===== src/rtl/ins_cache_pkg.sv =====
// Shared FSM state type and derived-width helpers for the instruction cache.
package ins_cache_pkg;

    typedef enum logic {
        IDLE     = 1'b0,
        MEM_READ = 1'b1
    } state_t;

    function automatic int off_w(input int words_per_line);
        return $clog2(words_per_line) + 2;
    endfunction

    function automatic int idx_w(input int num_sets);
        return $clog2(num_sets);
    endfunction

    function automatic int tag_w(input int num_sets, input int words_per_line);
        return 32 - idx_w(num_sets) - off_w(words_per_line);
    endfunction

    function automatic int line_w(input int words_per_line);
        return 32 * words_per_line;
    endfunction

    function automatic int maddr_w(input int words_per_line);
        return 32 - off_w(words_per_line);
    endfunction

    // way index width; a direct-mapped cache still carries a 1-bit way field
    function automatic int way_w(input int ways);
        return (ways > 1) ? $clog2(ways) : 1;
    endfunction

    // tree-PLRU node bits per set (WAYS-1), never narrower than one bit
    function automatic int node_w(input int ways);
        return (ways > 1) ? ways - 1 : 1;
    endfunction

endpackage


===== src/rtl/ins_cache_plru.sv =====
// Per-set tree pseudo-LRU storage: reports the replacement way of one set and
// marks a way most recently used in another set.
module ins_cache_plru
    import ins_cache_pkg::*;
#(
    parameter int NUM_SETS = 8,
    parameter int WAYS     = 2,
    localparam int IDX_W   = idx_w(NUM_SETS),
    localparam int WAY_W   = way_w(WAYS),
    localparam int NODE_W  = node_w(WAYS)
) (
    input  logic             clock,
    input  logic             reset,
    input  logic             clear,
    input  logic [IDX_W-1:0] victim_set,
    output logic [WAY_W-1:0] victim,
    input  logic             update_en,
    input  logic [IDX_W-1:0] update_set,
    input  logic [WAY_W-1:0] update_way
);

    // node bit = 0 points at the lower half, 1 at the upper half
    logic [NODE_W-1:0] nodes [NUM_SETS];
    logic [NODE_W-1:0] cur_nodes;
    logic [NODE_W-1:0] next_nodes;

    assign cur_nodes = nodes[victim_set];

    generate
        if (WAYS == 4) begin : g_four
            logic [NODE_W-1:0] upd_nodes;
            assign upd_nodes = nodes[update_set];

            // follow the root, then the chosen half's node
            always_comb begin
                victim = cur_nodes[0] ? {1'b1, cur_nodes[2]} : {1'b0, cur_nodes[1]};
            end

            // point every node on the accessed path away from the accessed way
            always_comb begin
                next_nodes    = upd_nodes;
                next_nodes[0] = ~update_way[1];
                if (update_way[1]) begin
                    next_nodes[2] = ~update_way[0];
                end else begin
                    next_nodes[1] = ~update_way[0];
                end
            end
        end else if (WAYS == 2) begin : g_two
            assign victim     = cur_nodes;
            assign next_nodes = ~update_way;
        end else begin : g_one
            logic unused_one;
            assign unused_one = ^{cur_nodes, update_way};
            assign victim     = '0;
            assign next_nodes = '0;
        end
    endgenerate

    // node storage: cleared by reset and by flush, written on each access
    always_ff @(posedge clock or posedge reset) begin
        if (reset) begin
            for (int s = 0; s < NUM_SETS; s++) begin
                nodes[s] <= '0;
            end
        end else if (clear) begin
            for (int s = 0; s < NUM_SETS; s++) begin
                nodes[s] <= '0;
            end
        end else if (update_en) begin
            nodes[update_set] <= next_nodes;
        end
    end

endmodule


===== src/rtl/ins_cache_assoc.sv =====
// Set-associative read-only instruction cache with zero-wait hits and a
// blocking line fill from main memory.
//
//   state    | meaning
//   IDLE     | lookup; hits served combinationally, misses latched
//   MEM_READ | line request to memory outstanding for the latched set/way
module ins_cache_assoc
    import ins_cache_pkg::*;
#(
    parameter int NUM_SETS       = 8,
    parameter int WAYS           = 2,
    parameter int WORDS_PER_LINE = 4,
    localparam int OFF_W         = off_w(WORDS_PER_LINE),
    localparam int IDX_W         = idx_w(NUM_SETS),
    localparam int TAG_W         = tag_w(NUM_SETS, WORDS_PER_LINE),
    localparam int LINE_W        = line_w(WORDS_PER_LINE),
    localparam int MADDR_W       = maddr_w(WORDS_PER_LINE)
) (
    input  logic               clock,
    input  logic               reset,
    input  logic               read,
    input  logic [31:0]        address,
    input  logic               flush,
    output logic [31:0]        readdata,
    output logic               busywait,
    output logic               mem_read,
    output logic [MADDR_W-1:0] mem_address,
    input  logic [LINE_W-1:0]  mem_readdata,
    input  logic               mem_busywait
);

    localparam int WORD_W = OFF_W - 2;
    localparam int WAY_W  = way_w(WAYS);

    state_t state, next_state;

    logic [LINE_W-1:0] data_array [WAYS][NUM_SETS];
    logic [TAG_W-1:0]  tag_array  [WAYS][NUM_SETS];
    logic [NUM_SETS-1:0] valid [WAYS];

    logic [TAG_W-1:0]  req_tag;
    logic [IDX_W-1:0]  req_idx;
    logic [WORD_W-1:0] req_word;
    logic              unused_lsb;

    logic [TAG_W-1:0] lat_tag;
    logic [IDX_W-1:0] lat_idx;
    logic [WAY_W-1:0] lat_way;
    logic             flush_pend;
    logic [31:0]      last_data;

    logic             hit;
    logic [WAY_W-1:0] hit_way;
    logic [31:0]      hit_word;
    logic [WAY_W-1:0] victim_way;
    logic [WAY_W-1:0] plru_victim;

    logic hit_access;
    logic miss_start;
    logic fill_done;
    logic do_clear;

    assign req_tag    = address[31:IDX_W+OFF_W];
    assign req_idx    = address[IDX_W+OFF_W-1:OFF_W];
    assign req_word   = address[OFF_W-1:2];
    assign unused_lsb = ^address[1:0];

    // tag compare across the indexed set; first matching valid way wins
    always_comb begin
        hit     = 1'b0;
        hit_way = '0;
        for (int w = 0; w < WAYS; w++) begin
            if (!hit && valid[w][req_idx] && (tag_array[w][req_idx] == req_tag)) begin
                hit     = 1'b1;
                hit_way = WAY_W'(w);
            end
        end
    end

    // select the requested word out of the hitting line
    always_comb begin
        logic [LINE_W-1:0] line;
        line     = data_array[hit_way][req_idx];
        hit_word = line[31:0];
        for (int k = 0; k < WORDS_PER_LINE; k++) begin
            if (req_word == WORD_W'(k)) begin
                hit_word = line[k*32 +: 32];
            end
        end
    end

    // an empty way is always preferred over evicting a live line
    always_comb begin
        logic found;
        found      = 1'b0;
        victim_way = plru_victim;
        for (int w = 0; w < WAYS; w++) begin
            if (!found && !valid[w][req_idx]) begin
                found      = 1'b1;
                victim_way = WAY_W'(w);
            end
        end
    end

    ins_cache_plru #(
        .NUM_SETS (NUM_SETS),
        .WAYS     (WAYS)
    ) u_plru (
        .clock      (clock),
        .reset      (reset),
        .clear      (do_clear),
        .victim_set (req_idx),
        .victim     (plru_victim),
        .update_en  (hit_access | (fill_done & ~do_clear)),
        .update_set (hit_access ? req_idx : lat_idx),
        .update_way (hit_access ? hit_way : lat_way)
    );

    // state register
    always_ff @(posedge clock or posedge reset) begin
        if (reset) begin
            state <= IDLE;
        end else begin
            state <= next_state;
        end
    end

    // next state: a flush in IDLE takes priority over starting a fill
    always_comb begin
        next_state = state;
        case (state)
            IDLE:     if (!flush && read && !hit) next_state = MEM_READ;
            MEM_READ: if (!mem_busywait)          next_state = IDLE;
            default:  next_state = IDLE;
        endcase
    end

    // outputs and internal strobes; everything is quiet while reset is held
    always_comb begin
        busywait   = 1'b0;
        mem_read   = 1'b0;
        hit_access = 1'b0;
        miss_start = 1'b0;
        fill_done  = 1'b0;
        do_clear   = 1'b0;
        if (!reset) begin
            case (state)
                IDLE: begin
                    if (flush) begin
                        busywait = 1'b1;
                        do_clear = 1'b1;
                    end else if (read && hit) begin
                        hit_access = 1'b1;
                    end else if (read) begin
                        busywait   = 1'b1;
                        miss_start = 1'b1;
                    end
                end
                MEM_READ: begin
                    busywait = 1'b1;
                    mem_read = 1'b1;
                    if (!mem_busywait) begin
                        fill_done = 1'b1;
                        do_clear  = flush_pend | flush;
                    end
                end
                default: ;
            endcase
        end
    end

    assign readdata    = hit_access ? hit_word : last_data;
    assign mem_address = {lat_tag, lat_idx};

    // miss bookkeeping, pending flush and the held read data
    always_ff @(posedge clock or posedge reset) begin
        if (reset) begin
            lat_tag    <= '0;
            lat_idx    <= '0;
            lat_way    <= '0;
            flush_pend <= 1'b0;
            last_data  <= '0;
        end else begin
            if (miss_start) begin
                lat_tag <= req_tag;
                lat_idx <= req_idx;
                lat_way <= victim_way;
            end
            if (fill_done) begin
                flush_pend <= 1'b0;
            end else if ((state == MEM_READ) && flush) begin
                flush_pend <= 1'b1;
            end
            if (hit_access) begin
                last_data <= hit_word;
            end
        end
    end

    // valid bits: flush clears everything, including a line filled in the same edge
    always_ff @(posedge clock or posedge reset) begin
        if (reset) begin
            for (int w = 0; w < WAYS; w++) begin
                valid[w] <= '0;
            end
        end else if (do_clear) begin
            for (int w = 0; w < WAYS; w++) begin
                valid[w] <= '0;
            end
        end else if (fill_done) begin
            valid[lat_way][lat_idx] <= 1'b1;
        end
    end

    // data and tag arrays are masked by valid and need no reset
    always_ff @(posedge clock) begin
        if (fill_done) begin
            data_array[lat_way][lat_idx] <= mem_readdata;
            tag_array[lat_way][lat_idx]  <= lat_tag;
        end
    end

endmodule

===== config.mk =====
export PLATFORM = sky130hd
export DESIGN_NAME = ins_cache_assoc
export DESIGN_NICKNAME = d
export VERILOG_FILES = /design/src/rtl/ins_cache_pkg.sv /design/src/rtl/ins_cache_plru.sv /design/src/rtl/ins_cache_assoc.sv
export SDC_FILE = /design/constraint.sdc
export NUM_CORES = 2
export LEC_CHECK = 0
export CAP_MARGIN = 40
export CORE_ASPECT_RATIO = 0.5
export CORE_MARGIN = 2
export CORE_UTILIZATION = 55
export CTS_CLUSTER_SIZE = 10
export DETAILED_ROUTE_END_ITERATION = 6
export PLACE_DENSITY = 0.75
export SLEW_MARGIN = 10
export SYNTH_ARGS = -nofsm -noshare
export SYNTH_HDL_FRONTEND = slang
export SYNTH_SLANG_ARGS = --single-unit

===== constraint.sdc =====
create_clock -name clock -period 12.42 [get_ports clock]
set_input_delay 3.105 -clock clock [delete_from_list [all_inputs] [get_ports clock]]
set_output_delay 3.105 -clock clock [all_outputs]
set_load 0.005 [all_outputs]

# ---- After elaboration in Yosys (flattened, before gate mapping)
# Memory sizes are Yosys's and may differ from the RTL's.
# Index checks and enable logic that the tools add are counted.
dict set report totals {
  out_inout_bits 62
  latch_bits 0
  mem_bits_rw 2448
  input_bits 165
  n_memories 2
  rom_bits 0
  regBits 87
}
# memory words width read_ports rd_ports_with_merged_regs write_ports line_no
set mem_list {}
lappend mem_list {data_array 2 1024 1 0 1 ins_cache_assoc.sv:37} ;# logic [LINE_W-1:0] data_array [WAYS][NUM_SETS];
lappend mem_list {tag_array 2 200 2 0 1 ins_cache_assoc.sv:38} ;# logic [TAG_W-1:0] tag_array [WAYS][NUM_SETS];
dict set report classes {
  n_addsub 0
  n_eq_ne 5
  multipliers 0
  n_shift 0
  div 0
  n_bitwise 11
  n_lt_le_gt_ge 10
  n_mux 71
  n_reduce_logical 19
}
# op n
set op_table {}
lappend op_table {{2-to-1 mux 1024 bit} 1}
lappend op_table {{binary-select mux 128 bit (select 3 bit)} 1}
lappend op_table {{demux 128 bit (select 3 bit)} 1}
lappend op_table {{2-to-1 mux 128 bit} 3}
lappend op_table {{2-to-1 mux 200 bit} 1}
lappend op_table {{binary-select mux 25 bit (select 3 bit)} 2}
lappend op_table {{2-to-1 mux 32 bit} 4}
lappend op_table {{2-to-1 mux 25 bit} 5}
lappend op_table {{demux 25 bit (select 3 bit)} 1}
lappend op_table {{equality test 25 bit} 2}
lappend op_table {{2-to-1 mux 1 bit} 36}
lappend op_table {{2-to-1 mux 16 bit} 2}
lappend op_table {{2-to-1 mux 8 bit} 3}
lappend op_table {{OR 16 bit} 1}
lappend op_table {{greater-or-equal comparator 4 bit (second input constant)} 3}
lappend op_table {{logical AND 1 bit} 12}
lappend op_table {{NOT 3 -> 4 bit} 3}
lappend op_table {{binary-select mux 1 bit (select 3 bit)} 3}
lappend op_table {{bitwise mux 8 bit} 1}
lappend op_table {{demux 8 bit (select 1 bit)} 1}
lappend op_table {{< comparator 3 x 4 -> 1 bit (second input constant)} 2}
lappend op_table {{< comparator 4 x 1 -> 1 bit (second input constant)} 2}
lappend op_table {{demux 1 bit (select 3 bit)} 2}
lappend op_table {{case mux 1 bit (2 select lines)} 3}
lappend op_table {{other kinds (12)} 21}

# ---- Logic depth before layout (Yosys ltp)
dict set report depth {
  depth_word 25
  ltp_mapped 22
  mapped_depth_nobuf 12
}

# ---- Cells and area by module
# From an unflattened synthesis, not the netlist that was laid out.
dict set report unflattened {
  hier_cells 5102
  area_unflattened_um2 97821.3
}
# module cells_each area_each_um2 instances
set by_module_without_submodules {}
lappend by_module_without_submodules {ins_cache_assoc 5061 97374.6 1}
lappend by_module_without_submodules {ins_cache_plru 41 446.7 1}

# ---- Least setup slack after synthesis
# No wires, ideal clock.
dict set report synth_path {
  path_type {input port to flip-flop}
  from {input reset}
  to {memory data_array[0][1000] (netlist bit), enable pin}
  arrival_time_ns 14.233
  path_buffers 0
  setup_ns 0.855
  path_stages 5
  t_required_ns 11.565
  setup_slack_ns -2.668
  path_cell_list {nor2b_1 > nor2b_1 > nor2b_1 > nand2b_1 > nor3_1}
}
dict set report synth_via {
  elab_chain_cells 3
}
# element line_no
set synth_lines {}
lappend synth_lines {{from (decl)} ins_cache_assoc.sv:20} ;# input logic reset,
lappend synth_lines {{2-to-1 mux 1 bit} ins_cache_assoc.sv:146} ;# if (!reset) begin
lappend synth_lines {{2-to-1 mux 1 bit} ins_cache_assoc.sv:217} ;# if (fill_done) begin
lappend synth_lines {{2-to-1 mux 1024 bit (not written as such)} ins_cache_assoc.sv:218} ;# data_array[lat_way][lat_idx] <= mem_readdata;
lappend synth_lines {{to (decl)} ins_cache_assoc.sv:37}
# Every way passes these cells.

# ---- Final worst setup path
dict set report layout_path {
  from {input address[6]}
  to {output readdata[19]}
}
dict set report layout_via {
  elab_chain_cells 19
  word_cells_on_any_way 33
  cone_classes {2 x eq/ne; 24 x mux; 1 x bitwise; 5 x reduce/logical; 1 x memory}
}
# element line_no
set layout_lines {}
lappend layout_lines {{from (decl)} ins_cache_assoc.sv:22} ;# input logic [31:0] address,
lappend layout_lines {{NOT 3 -> 4 bit (not written as such)} {ins_cache_assoc.sv:73, ins_cache_assoc.sv:83}}
lappend layout_lines {{binary-select mux 25 bit (select 3 bit)} ins_cache_assoc.sv:73} ;# if (!hit && valid[w][req_idx] && (tag_array[w][req_idx] == req_tag)) begin
lappend layout_lines {{2-to-1 mux 25 bit (not written as such) (2 in a row)} ins_cache_assoc.sv:73}
lappend layout_lines {{equality test 25 bit} ins_cache_assoc.sv:73}
lappend layout_lines {{logical AND 1 bit} ins_cache_assoc.sv:73}
lappend layout_lines {{2-to-1 mux 1 bit} ins_cache_assoc.sv:73}
lappend layout_lines {{logical NOT 1 bit} ins_cache_assoc.sv:73}
lappend layout_lines {{logical AND 1 bit (2 in a row)} ins_cache_assoc.sv:73}
lappend layout_lines {{2-to-1 mux 1 bit} ins_cache_assoc.sv:73}
lappend layout_lines {{memory read (2 x 1024 bit)} n/a}
lappend layout_lines {{binary-select mux 128 bit (select 3 bit)} ins_cache_assoc.sv:83} ;# line = data_array[hit_way][req_idx];
lappend layout_lines {{2-to-1 mux 128 bit (not written as such) (2 in a row)} ins_cache_assoc.sv:83}
lappend layout_lines {{2-to-1 mux 32 bit (3 in a row)} ins_cache_assoc.sv:86} ;# if (req_word == WORD_W'(k)) begin
lappend layout_lines {{2-to-1 mux 32 bit *} n/a}
lappend layout_lines {{to (decl)} ins_cache_assoc.sv:24} ;# output logic [31:0] readdata,
# Every way passes the cells marked *; elsewhere a longest branch is shown, timed or not. The select of a mux whose other input is x is not followed.

==> out/metrics.cfg <==
[grt]
antenna_found_initial=37
first_global_vias=56500
grt-ovfl-total=0
grt_max_degree=117
track_usage_pct=29.6
grt_pass1_wl_um=389000

[detailed_routing]
maxUsedRoutingLayer=met5
drc=4
dr_total_vias=56800
wl_met2_um=130000
drt-pass1-iter-count=7
met3WireLength_um=33800
wire_per_inst_um=31.6
wl_met1_um=96700
ant_nets=0
drt_iter0_markers=8069
viasPerCell=6.62
drt_wl_total_um=271000

[timing]
slew_headroom_pct=24.1
period_needed_ps=12080
setup_tns_ps=0
tightest_slew_ps=1140
fin_skew_ps=71.8
hold_viol=0
drv_slew=0
max_freq_mhz=82.8
layout_worst_path_cycle_share_pct=97.2
finalSetupViolCount=0
rsz0062_at_grt=no

[logic_synthesis]
synth_cells=5538
synth.avg_cell_area_um2=17.7
async_flop_share_pct=3.43
synth.area.mux_share_pct=10.2
synth_common_cells=2448 x edfxtp_1, 780 x nand2_1, 346 x mux2i_1
synth_xor_area_share_pct=0.286
synth_cell_type_count=78
ys.flop_type=edfxtp_1
yosys_warnings=0
synth_compound_area_share_pct=4.51
ys_ff_latch=2535
synth_top_area_share_pct=75.0
synth-adder-area-share_pct=0
synth_most_common_cell=edfxtp_1
ys_seq_area_share_pct=77.2
synthSimpleGateAreaFrac_pct=6.15
synthTopCellsByArea=edfxtp_1 75%, mux4_2 5.8%, mux2i_1 3.5%, nand2_1 3.0%, dfrtp_1 2.2%
synth_top_family_by_area=multiplexers
synth_top_area_cell=edfxtp_1
syn_nets=5703
synth_edf_count=2448
synth_area_mm2=0.0980

[die]
die_x_um=601
io_pins=227
core_mm2=0.177
die_area_mm2=0.182
initial_core_util_pct=55.4
die_h_um=303
std_cell_rows=109

[layout]
fillers=11600
fin_nets=6139
synthToLayoutAreaGrowth_pct=15.1
drive_gt1_share_pct=15.0
fin_area_mm2=0.113

[critical_path]
cp.buffers_inverters=5
cp-end-kind=output pin
crit_type=in -> out
arrival_ps=8970
cp_max_fo=24
worstPathCellList=buf_4 -> buf_4 -> mux4_2 -> mux2i_1 -> xor2_1 -> nand3_1 -> nor4bb_1 -> nand4_1 -> nand2_8 -> buf_4 -> mux4_2 -> a22oi_1 -> o2111ai_1 -> a2111oi_0 -> buf_4 -> nor2_1 -> clkdlybuf4s50_1
r2r_end=last_data[19]
regToRegSetupSlack_ps=7130
r2r-start=tag_array[0][30]
slowest_delay_ps=560
crit_top_cell=buf_4
crit_path_top_delay_cell=mux4_2
start_kind=input pin
required_ps=9310
startpoint=address[6]
crit_family=buffers and inverters
ff2ff_path_depth=14

[cts]
tritoncts=yes
cts_sinks=2535
clock_path_buffers=4
worstSkewPairLatency_ps=850
cts_root_buf=clkbuf_16
cts_made_buffers=295
cts.reportedPaths.clkPinSlew_ps=50
htreeDepth=5

[hold_path]
hold_class=reg -> reg
hold_start=valid[11]
hold_depth=2
holdPathEnd=valid[11]

[flow_run]
maxCapViolations=0

[power]
power.leakage_uw=0.0382
p_total_uw=18200
power.density_mw_per_mm2=161
ir_drop_mv=0.103

[placement]
place_area_mm2=0.104
place.gp.congestion=0.861
dp_hpwl_um=147000
io_buffers=224

[status]
violations=design-rule violations
outcome=finished, violations left

[state kept, by name, summed over array words and instances (netlist names)]
| register | flops |
|---|---|
| lat_tag | 25 |
| valid | 16 |
| lat_idx | 3 |
| tag_array | 400 |
| last_data | 32 |
| state | 1 |
| u_plru.nodes | 8 |
| lat_way | 1 |
| flush_pend | 1 |
| data_array | 2048 |
[cell families after synthesis]
logic type,count (synthesis)
XOR/XNOR,32
AND/OR/NAND/NOR,1354
multiplexers,673
buffers and inverters,321
flip-flops,2535
AO/OA/AOI/OAI,623
[cell usage in the layout (no fill, tap or decap), drive strengths merged, types with 7 or more instances in the layout]
| cell type | netlist | routed |
|---|---|---|
| nand2 | 781 | 781 |
| or3 | 8 | 8 |
| xor2 | 12 | 12 |
| a22o | 17 | 17 |
| nor4 | 22 | 22 |
| nor3b | 25 | 25 |
| a21oi | 77 | 77 |
| edfxtp | 2448 | 2448 |
| xnor2 | 20 | 20 |
| a211oi | 33 | 33 |
| a32oi | 75 | 75 |
| mux2i | 346 | 346 |
| clkdlybuf4s50 | 0 | 221 |
| mux2 | 73 | 73 |
| nand3 | 240 | 240 |
| a221oi | 33 | 33 |
| nor3 | 36 | 36 |
| diode | 0 | 32 |
| a31oi | 130 | 130 |
| o22ai | 46 | 46 |
| dfrtp | 87 | 87 |
| mux4 | 254 | 254 |
| nand2b | 11 | 11 |
| and3 | 23 | 23 |
| clkbuf | 168 | 462 |
| a32o | 13 | 13 |
| buf | 144 | 228 |
| a22oi | 72 | 72 |
| and4 | 7 | 7 |
| o21ai | 52 | 52 |
| nor2b | 11 | 11 |
| nand4 | 52 | 52 |
| nor2 | 105 | 105 |
| inv | 8 | 24 |
| a2111oi | 13 | 13 |
| o2111ai | 13 | 13 |
| and2 | 11 | 11 |
[through the flow]
| step | util, % | cells | setup WS (ps) | hold slack (ps) |
|---|---|---|---|---|
| after detailed placement | 59.0 | 8059 | 280 | 484 |
| after floorplan | - | 5538 | 1460 | 461 |
| after global placement | 58.7 | 8036 | 209 | 473 |
| after global routing | 63.8 | 8570 | 51.5 | 524 |
| after CTS | 63.7 | 8537 | 128 | 495 |
| final | 63.8 | 8573 | 345 | 499 |
[final cells by class]
| class | count | area (µm²) | share of cell area (%) |
|---|---|---|---|
| clock buffer | 460 | 8110 | 7.19 |
| inverter | 9 | 36.3 | 0.0322 |
| timing repair buffer | 451 | 4790 | 4.24 |
| tap | 2386 | 2990 | 2.65 |
| clock inverter | 18 | 195 | 0.173 |
| antenna | 32 | 80.1 | 0.0710 |
| sequential | 2535 | 75700 | 67.1 |
| multi-input combinational | 2682 | 21000 | 18.6 |
[worst max-delay path by stage]
stage / endpoint / cells after the start
5_1_grt: readdata[13] / 14
6_report: readdata[19] / 17
2_1_floorplan: data_array[0][512] / 5
4_1_cts: readdata[18] / 15
3_5_place_dp: readdata[18] / 15
3_3_place_gp: readdata[18] / 16
[power by group]
group,leakage (µW),total [µW],internal [µW],switching (µW)
registers,0.0232,9700,9570,129
clock network,0.00399,7700,4460,3240
logic,0.0111,791,278,513
[worst reg2reg max path, cell delays in order, from the launching register on]
cell,delay (ps)
edfxtp_1,400
mux4_2,510
mux2i_1,210
xor2_1,420
nand3_1,170
nor4bb_1,320
nand4_1,420
nand2_8,440
buf_4,530
mux4_2,570
a22oi_1,300
o2111ai_1,170
a2111oi_0,490
buf_4,210
nor2_1,50
[metal layers]
| layer | vias up | GRT usage, % |
|---|---|---|
| met5 | - | 0 |
| met4 | 2 | 12.9 |
| met3 | 589 | 5.71 |
| met2 | 4244 | 47.0 |
| met1 | 28900 | 40.6 |
| li1 | 23000 | - |
[timing repair]
item	4_1_cts	5_1_grt
setup buffers	0	0
gates resized for setup	0	1
endpoints found under the setup margin	0	3
hold buffers	0	0
No activity file was read; power rests on OpenSTA's default activity.
